## src/rtl/mem_sequencer_if.sv

```systemverilog
// Core/fetch/external-bus signal bundle for mem_sequencer.
// master: core, fetch unit and bus model side; slave: the sequencer.
interface mem_sequencer_if;
  logic [15:0] rq_addr;
  logic [15:0] rq_data;
  logic        rq_prepare_addr;
  logic        rq_start;
  logic        rq_width;
  logic        rq_cmd;
  logic        rq_t_id;
  logic        fe_req;
  logic [15:0] fe_addr;
  logic [7:0]  bus_din;
  logic        bus_ready;
  logic [15:0] data_out;
  logic        data_wr;
  logic        data_t_wr;
  logic [15:0] fe_data;
  logic        fe_ack;
  logic        hold;
  logic [15:0] bus_addr;
  logic [7:0]  bus_dout;
  logic        bus_rd;
  logic        bus_wr;

  modport master (
    output rq_addr, rq_data, rq_prepare_addr, rq_start, rq_width, rq_cmd, rq_t_id,
    output fe_req, fe_addr, bus_din, bus_ready,
    input  data_out, data_wr, data_t_wr, fe_data, fe_ack, hold,
    input  bus_addr, bus_dout, bus_rd, bus_wr
  );

  modport slave (
    input  rq_addr, rq_data, rq_prepare_addr, rq_start, rq_width, rq_cmd, rq_t_id,
    input  fe_req, fe_addr, bus_din, bus_ready,
    output data_out, data_wr, data_t_wr, fe_data, fe_ack, hold,
    output bus_addr, bus_dout, bus_rd, bus_wr
  );
endinterface

```

## src/rtl/mem_sequencer.sv

```systemverilog
// Memory sequencer: arbitrates core data requests against fetch word reads
// and splits them into little-endian byte cycles on an 8-bit bus.
module mem_sequencer (
  input  logic            clk,
  input  logic            a_rst,
  mem_sequencer_if.slave  mif
);

  typedef enum logic [2:0] {IDLE, D_LO, D_HI, F_LO, F_HI} state_e;

  state_e      state_q;
  logic [15:0] mar_q;
  logic        pv_q, pcmd_q, pwid_q, ptid_q;
  logic [15:0] pdata_q, paddr_q;
  logic        cmd_q, wid_q, tid_q;
  logic [15:0] wdata_q, addr_q;
  logic [7:0]  lo_q;
  logic [15:0] data_out_q, fe_data_q, bus_addr_q;
  logic        data_wr_q, data_t_wr_q, fe_ack_q, bus_rd_q, bus_wr_q;
  logic [7:0]  bus_dout_q;

  logic        hold;
  logic        req_fire;
  logic [15:0] req_addr;
  logic        sel_v, sel_cmd, sel_wid, sel_tid;
  logic [15:0] sel_data, sel_addr;
  logic [15:0] addr_inc;

  assign hold     = pv_q | (state_q == D_LO) | (state_q == D_HI);
  assign req_fire = mif.rq_start & ~hold;
  assign req_addr = mif.rq_prepare_addr ? mif.rq_addr : mar_q;
  assign addr_inc = addr_q + 16'd1;

  // In IDLE a pending request has priority; otherwise a live request bypasses
  // the pending register and is granted on the edge it is sampled.
  always_comb begin
    sel_v    = pv_q | req_fire;
    sel_cmd  = mif.rq_cmd;
    sel_wid  = mif.rq_width;
    sel_tid  = mif.rq_t_id;
    sel_data = mif.rq_data;
    sel_addr = req_addr;
    if (pv_q) begin
      sel_cmd  = pcmd_q;
      sel_wid  = pwid_q;
      sel_tid  = ptid_q;
      sel_data = pdata_q;
      sel_addr = paddr_q;
    end
  end

  always_ff @(posedge clk or posedge a_rst) begin
    if (a_rst) begin
      state_q     <= IDLE;
      mar_q       <= '0;
      pv_q        <= 1'b0;
      pcmd_q      <= 1'b0;
      pwid_q      <= 1'b0;
      ptid_q      <= 1'b0;
      pdata_q     <= '0;
      paddr_q     <= '0;
      cmd_q       <= 1'b0;
      wid_q       <= 1'b0;
      tid_q       <= 1'b0;
      wdata_q     <= '0;
      addr_q      <= '0;
      lo_q        <= '0;
      data_out_q  <= '0;
      data_wr_q   <= 1'b0;
      data_t_wr_q <= 1'b0;
      fe_data_q   <= '0;
      fe_ack_q    <= 1'b0;
      bus_addr_q  <= '0;
      bus_dout_q  <= '0;
      bus_rd_q    <= 1'b0;
      bus_wr_q    <= 1'b0;
    end else begin
      data_wr_q <= 1'b0;
      fe_ack_q  <= 1'b0;
      if (mif.rq_prepare_addr) mar_q <= mif.rq_addr;
      if (req_fire && state_q != IDLE) begin
        pv_q    <= 1'b1;
        pcmd_q  <= mif.rq_cmd;
        pwid_q  <= mif.rq_width;
        ptid_q  <= mif.rq_t_id;
        pdata_q <= mif.rq_data;
        paddr_q <= req_addr;
      end
      case (state_q)
        IDLE: begin
          if (sel_v) begin
            pv_q       <= 1'b0;
            cmd_q      <= sel_cmd;
            wid_q      <= sel_wid;
            tid_q      <= sel_tid;
            wdata_q    <= sel_data;
            addr_q     <= sel_addr;
            bus_addr_q <= sel_addr;
            bus_dout_q <= sel_data[7:0];
            bus_rd_q   <= ~sel_cmd;
            bus_wr_q   <= sel_cmd;
            state_q    <= D_LO;
          end else if (mif.fe_req && !fe_ack_q) begin
            addr_q     <= mif.fe_addr;
            bus_addr_q <= mif.fe_addr;
            bus_rd_q   <= 1'b1;
            state_q    <= F_LO;
          end
        end
        D_LO: begin
          if (mif.bus_ready) begin
            lo_q <= mif.bus_din;
            if (wid_q) begin
              bus_addr_q <= addr_inc;
              bus_dout_q <= wdata_q[15:8];
              state_q    <= D_HI;
            end else begin
              bus_rd_q <= 1'b0;
              bus_wr_q <= 1'b0;
              state_q  <= IDLE;
              if (!cmd_q) begin
                data_out_q  <= {8'h00, mif.bus_din};
                data_wr_q   <= 1'b1;
                data_t_wr_q <= tid_q;
              end
            end
          end
        end
        D_HI: begin
          if (mif.bus_ready) begin
            bus_rd_q <= 1'b0;
            bus_wr_q <= 1'b0;
            state_q  <= IDLE;
            if (!cmd_q) begin
              data_out_q  <= {mif.bus_din, lo_q};
              data_wr_q   <= 1'b1;
              data_t_wr_q <= tid_q;
            end
          end
        end
        F_LO: begin
          if (mif.bus_ready) begin
            lo_q       <= mif.bus_din;
            bus_addr_q <= addr_inc;
            state_q    <= F_HI;
          end
        end
        F_HI: begin
          if (mif.bus_ready) begin
            bus_rd_q  <= 1'b0;
            fe_data_q <= {mif.bus_din, lo_q};
            fe_ack_q  <= 1'b1;
            state_q   <= IDLE;
          end
        end
        default: state_q <= IDLE;
      endcase
    end
  end

  assign mif.data_out  = data_out_q;
  assign mif.data_wr   = data_wr_q;
  assign mif.data_t_wr = data_t_wr_q;
  assign mif.fe_data   = fe_data_q;
  assign mif.fe_ack    = fe_ack_q;
  assign mif.hold      = hold;
  assign mif.bus_addr  = bus_addr_q;
  assign mif.bus_dout  = bus_dout_q;
  assign mif.bus_rd    = bus_rd_q;
  assign mif.bus_wr    = bus_wr_q;

endmodule
```

## src/flat_wrapper.sv

```systemverilog
// flat-port wrapper written by rule: the top's interface ports become plain ports
module mem_sequencer_flat 
  (clk, a_rst, mif_rq_addr, mif_rq_data, mif_rq_prepare_addr, mif_rq_start, mif_rq_width, mif_rq_cmd, mif_rq_t_id, mif_fe_req, mif_fe_addr, mif_bus_din, mif_bus_ready, mif_data_out, mif_data_wr, mif_data_t_wr, mif_fe_data, mif_fe_ack, mif_hold, mif_bus_addr, mif_bus_dout, mif_bus_rd, mif_bus_wr);
  mem_sequencer_if mif_i ();
  input  logic clk;
  input  logic a_rst;
  input wire logic [$bits(mif_i.rq_addr)-1:0] mif_rq_addr;
  input wire logic [$bits(mif_i.rq_data)-1:0] mif_rq_data;
  input wire logic [$bits(mif_i.rq_prepare_addr)-1:0] mif_rq_prepare_addr;
  input wire logic [$bits(mif_i.rq_start)-1:0] mif_rq_start;
  input wire logic [$bits(mif_i.rq_width)-1:0] mif_rq_width;
  input wire logic [$bits(mif_i.rq_cmd)-1:0] mif_rq_cmd;
  input wire logic [$bits(mif_i.rq_t_id)-1:0] mif_rq_t_id;
  input wire logic [$bits(mif_i.fe_req)-1:0] mif_fe_req;
  input wire logic [$bits(mif_i.fe_addr)-1:0] mif_fe_addr;
  input wire logic [$bits(mif_i.bus_din)-1:0] mif_bus_din;
  input wire logic [$bits(mif_i.bus_ready)-1:0] mif_bus_ready;
  output wire logic [$bits(mif_i.data_out)-1:0] mif_data_out;
  output wire logic [$bits(mif_i.data_wr)-1:0] mif_data_wr;
  output wire logic [$bits(mif_i.data_t_wr)-1:0] mif_data_t_wr;
  output wire logic [$bits(mif_i.fe_data)-1:0] mif_fe_data;
  output wire logic [$bits(mif_i.fe_ack)-1:0] mif_fe_ack;
  output wire logic [$bits(mif_i.hold)-1:0] mif_hold;
  output wire logic [$bits(mif_i.bus_addr)-1:0] mif_bus_addr;
  output wire logic [$bits(mif_i.bus_dout)-1:0] mif_bus_dout;
  output wire logic [$bits(mif_i.bus_rd)-1:0] mif_bus_rd;
  output wire logic [$bits(mif_i.bus_wr)-1:0] mif_bus_wr;
  assign mif_i.rq_addr = mif_rq_addr;
  assign mif_i.rq_data = mif_rq_data;
  assign mif_i.rq_prepare_addr = mif_rq_prepare_addr;
  assign mif_i.rq_start = mif_rq_start;
  assign mif_i.rq_width = mif_rq_width;
  assign mif_i.rq_cmd = mif_rq_cmd;
  assign mif_i.rq_t_id = mif_rq_t_id;
  assign mif_i.fe_req = mif_fe_req;
  assign mif_i.fe_addr = mif_fe_addr;
  assign mif_i.bus_din = mif_bus_din;
  assign mif_i.bus_ready = mif_bus_ready;
  assign mif_data_out = mif_i.data_out;
  assign mif_data_wr = mif_i.data_wr;
  assign mif_data_t_wr = mif_i.data_t_wr;
  assign mif_fe_data = mif_i.fe_data;
  assign mif_fe_ack = mif_i.fe_ack;
  assign mif_hold = mif_i.hold;
  assign mif_bus_addr = mif_i.bus_addr;
  assign mif_bus_dout = mif_i.bus_dout;
  assign mif_bus_rd = mif_i.bus_rd;
  assign mif_bus_wr = mif_i.bus_wr;
  mem_sequencer u_core (.clk(clk), .a_rst(a_rst), .mif(mif_i));
endmodule
```

## config.mk

```make
export PLATFORM = sky130hd
export DESIGN_NAME = mem_sequencer_flat
export DESIGN_NICKNAME = d
export VERILOG_FILES = /design/src/rtl/mem_sequencer_if.sv /design/src/rtl/mem_sequencer.sv /design/src/flat_wrapper.sv
export SDC_FILE = /design/constraint.sdc
export NUM_CORES = 1
export LEC_CHECK = 0
export BUFFER_PORTS_ARGS = -buffer_cell sky130_fd_sc_hd__buf_2
export CAP_MARGIN = 20
export CORE_MARGIN = 2
export CORE_UTILIZATION = 39
export DETAILED_ROUTE_END_ITERATION = 6
export GPL_TIMING_DRIVEN = 0
export MAX_ROUTING_LAYER = met4
export PLACE_DENSITY_LB_ADDON = 0.08
export SYNTH_ARGS = -nofsm -noshare
export SYNTH_HDL_FRONTEND = slang
export SYNTH_SLANG_ARGS = --single-unit
```

## constraint.sdc

```tcl
create_clock -name clk -period 5.7 [get_ports clk]
set_input_delay 0.285 -clock clk [delete_from_list [all_inputs] [get_ports clk]]
set_output_delay 0.285 -clock clk [all_outputs]
set_load 0.02 [all_outputs]
```

==> qor.yml <==
floorplan:
  die_area_sq_mm: 0.0190
  io_pins: 127
  core.rowCount: 48
  die_w_um: 138
  dieHeight_um: 138
  coreArea_sq_mm: 0.0174
  initial_core_util_pct: 40.1
critical_path:
  cp_cell_sequence: "buf_4 > buf_4 > buf_2 > o21bai_1 > buf_2"
  critPathMaxStageDelay_ps: 390
  cp_max_fo: 10
  startpoint_type: "flop"
  critPathLaunch: "u_core.pv_q$_DFF_PP0_"
  crit_required_ps: 5410
  cp_top_family: "buffers and inverters"
  critPathBufInv: 4
  crit_path_end_kind: "output pin"
  arrival_ps: 1970
  worstReg2RegStart: "u_core.state_q[1]$_DFFE_PP0P_"
  path_class: "flop to output pin"
  critical-path-slowest-cell: "dfrtp_1"
sta:
  setup_violations: 0
  worst-slew-pin-transition_ps: 774
  timing.final.hold_violations: 0
  max-slew-margin-rel_pct: 48.4
  fmax_mhz: 444
  rsz0062_at_grt: "no"
  worst_slack_ps: 3450
  skew_ps: 9.77
  period_needed_ps: 2250
  maxSlewViolCount: 0
  post-route-period-util_pct: 39.5
logic_synthesis:
  yosys-top-cells-count: "dfrtp_1, nand2_1, mux2_2"
  yosys.area.top_type: "dfrtp_1"
  synth_edf_count: 0
  postSynth.asyncResetShare_pct: 100
  synth_cells: 640
  synth_area_leaders: "dfrtp_1, mux2_2, mux2i_1, nand2_1, o21ai_0"
  synth.most_common_cell: "dfrtp_1"
  ys_types: 48
  synth_top_cell_area_share_pct: 54.2
  syn_nets: 706
  synthFlopType: "dfrtp_1"
  ys_seq_area_share_pct: 54.2
  ys_ff_latch: 151
  postSynthAreaPerCell_sq_um: 10.9
  yosys_warnings: 0
  syn_area_sq_mm: 0.00698
flow_run:
  max-cap-violations: 0
drt:
  firstDrtPassIters: 6
  drt_iter0_drc: 228
  wire_per_inst_um: 17.3
  viasPerCell: 5.11
  wl_mm: 17.7
  drc_errors: 0
  ant_nets: 0
  vias: 5225
clock_tree:
  cts_buffer_depth: 2
  clock-root-buffer: "clkbuf_16"
  cts.htree.levels: 4
  post_cts_resized: 0
  cts_tree: "done"
  cts_buffers: 17
  clock_sinks: 151
  cts_setup_buffers: 0
  clkTransAtPathRegs_ps: 60
  worstSkewPairLatency_ps: 420
  hold_buffers: 1
pwr:
  swShare_pct: 38.9
  vdd_ir_drop_max_uv: 298
  leakage_uw: 0.00401
  p_clk_share_pct: 23.7
  switchingPower_uw: 2100
  p_comb_share_pct: 42.3
  p_per_area_mw_per_mm2: 630
  seqPwrFrac_pct: 34.0
  internal-power_uw: 3310
global_route:
  grt_pass1_wl_mm: 28.0
  grt_use_total_pct: 20.1
  antenna_found_initial: 1
  grt_overflow: 0
  grt_pass1_vias: 5333
  grt_max_degree: 90
place:
  place_hpwl_mm: 12.8
  pre_cts_ws_ps: 3590
  port_buffers: 124
  gp_congestion: 0.855
  placed_area_sq_mm: 0.00791
cells_and_area:
  multi_input_area_sq_mm: 0.00290
  layout-drive-gt1-share_pct: 33.2
  area_growth_syn_to_layout_pct: 23.1
  fin_nets: 851
  nFillCells: 1666
  fin_area_sq_mm: 0.00859
  register_area_sq_mm: 0.00378
hold_path:
  hold_class: "primary input to flop"
  holdCritStartpoint: "mif_rq_data[10]"
run_status:
  status: "complete, no violations"
per-stage QoR:
step                TNS, ps  cells  hold WS (ps)  utilization [%]  total power [uW]
finish                    0   1022           109             49.3              5410
global route              0   1022           100             49.3              5770
CTS                       0   1021          91.2             49.3              5460
detailed placement        0    990           408             45.4              4170
global placement     -55820    989           459             45.2              4100
floorplan                 0    640           421                -              3440
sequential cells by signal, indices dropped and copies added (netlist names), 16 cells and up:
register and flops:
u_core.addr_q 16, u_core.mar_q 16, u_core.mif.bus_addr 16, u_core.mif.data_out 16, u_core.mif.fe_data 16, u_core.paddr_q 16, u_core.pdata_q 16
cell families (layout without fill, tap and decap cells):
| logic type | count (synthesis) | in the layout | synth area share [%] |
|---|---|---|---|
| AO/OA/AOI/OAI | 145 | 145 | 12.4 |
| XOR/XNOR | 14 | 14 | 1.86 |
| adder cells (fa/ha/maj) | 1 | 1 | 0.179 |
| buffers and inverters | 58 | 214 | 4.36 |
| flip-flops | 151 | 151 | 54.2 |
| multiplexers | 111 | 111 | 17.2 |
| other | 0 | 1 | 0 |
| AND/OR/NAND/NOR | 160 | 160 | 9.77 |
final timing paths:
check,endpoint,slack (ps),depth (start not counted)
worst max register to register,u_core.mif.bus_addr[10]$_DFFE_PP0P_,3590,7
worst max-delay path,mif_hold,3450,5
max in group asynchronous,u_core.wdata_q[14]$_DFFE_PP0P_,4370,4
worst min-delay path,u_core.pdata_q[10]$_DFFE_PP0P_,110,2
min in group asynchronous,u_core.mif.bus_addr[4]$_DFFE_PP0P_,470,3
worst min register to register,u_core.mif.bus_addr[6]$_DFFE_PP0P_,470,2
area by class of cell:
cell class | instances | area share (%)
clock buffers | 18 | 5.11
well taps | 225 | 3.28
diodes | 1 | 0.0291
multi-input cells | 431 | 33.7
inverters | 17 | 0.801
flip-flops and latches | 151 | 44.0
plain buffers | 41 | 2.80
clock inverters | 12 | 2.61
repair buffers | 126 | 7.66
power groups by stage:
stage	Sequential, uW	Combinational [uW]	Clock, uW
floorplan	2040	1400	0
global placement	1840	2260	0
detailed placement	1860	2310	0
CTS	1840	2320	1300
global route	1910	2520	1340
finish	1840	2290	1280
cells in the final DEF (no fill, tap or decap), types with 16 or more instances in the layout:
| cell type | synthesis | layout |
|---|---|---|
| buf_2 | 18 | 142 |
| mux2_2 | 66 | 66 |
| a21oi_1 | 33 | 33 |
| nor2_1 | 39 | 39 |
| o21ai_0 | 59 | 59 |
| nand2_1 | 83 | 83 |
| mux2i_1 | 43 | 43 |
| dfrtp_1 | 151 | 151 |
| inv_1 | 17 | 16 |
| clkbuf_16 | 0 | 17 |
layer usage:
metal	part of all wire (%)	GRT usage, %
met5	0	-
met4	1.1	5.44
met3	4.2	4.64
met2	49	32.5
met1	45	25.5
worst register-to-register path, delay by kind of cell (launching register included):
family                 cells  cell delay [ps]
and+or+nand+nor            2              390
buffers and inverters      2              300
AOI/OAI and AO/OA          3              980
DFF                        1              360
Note: power is estimated with default switching activity, not from simulation.
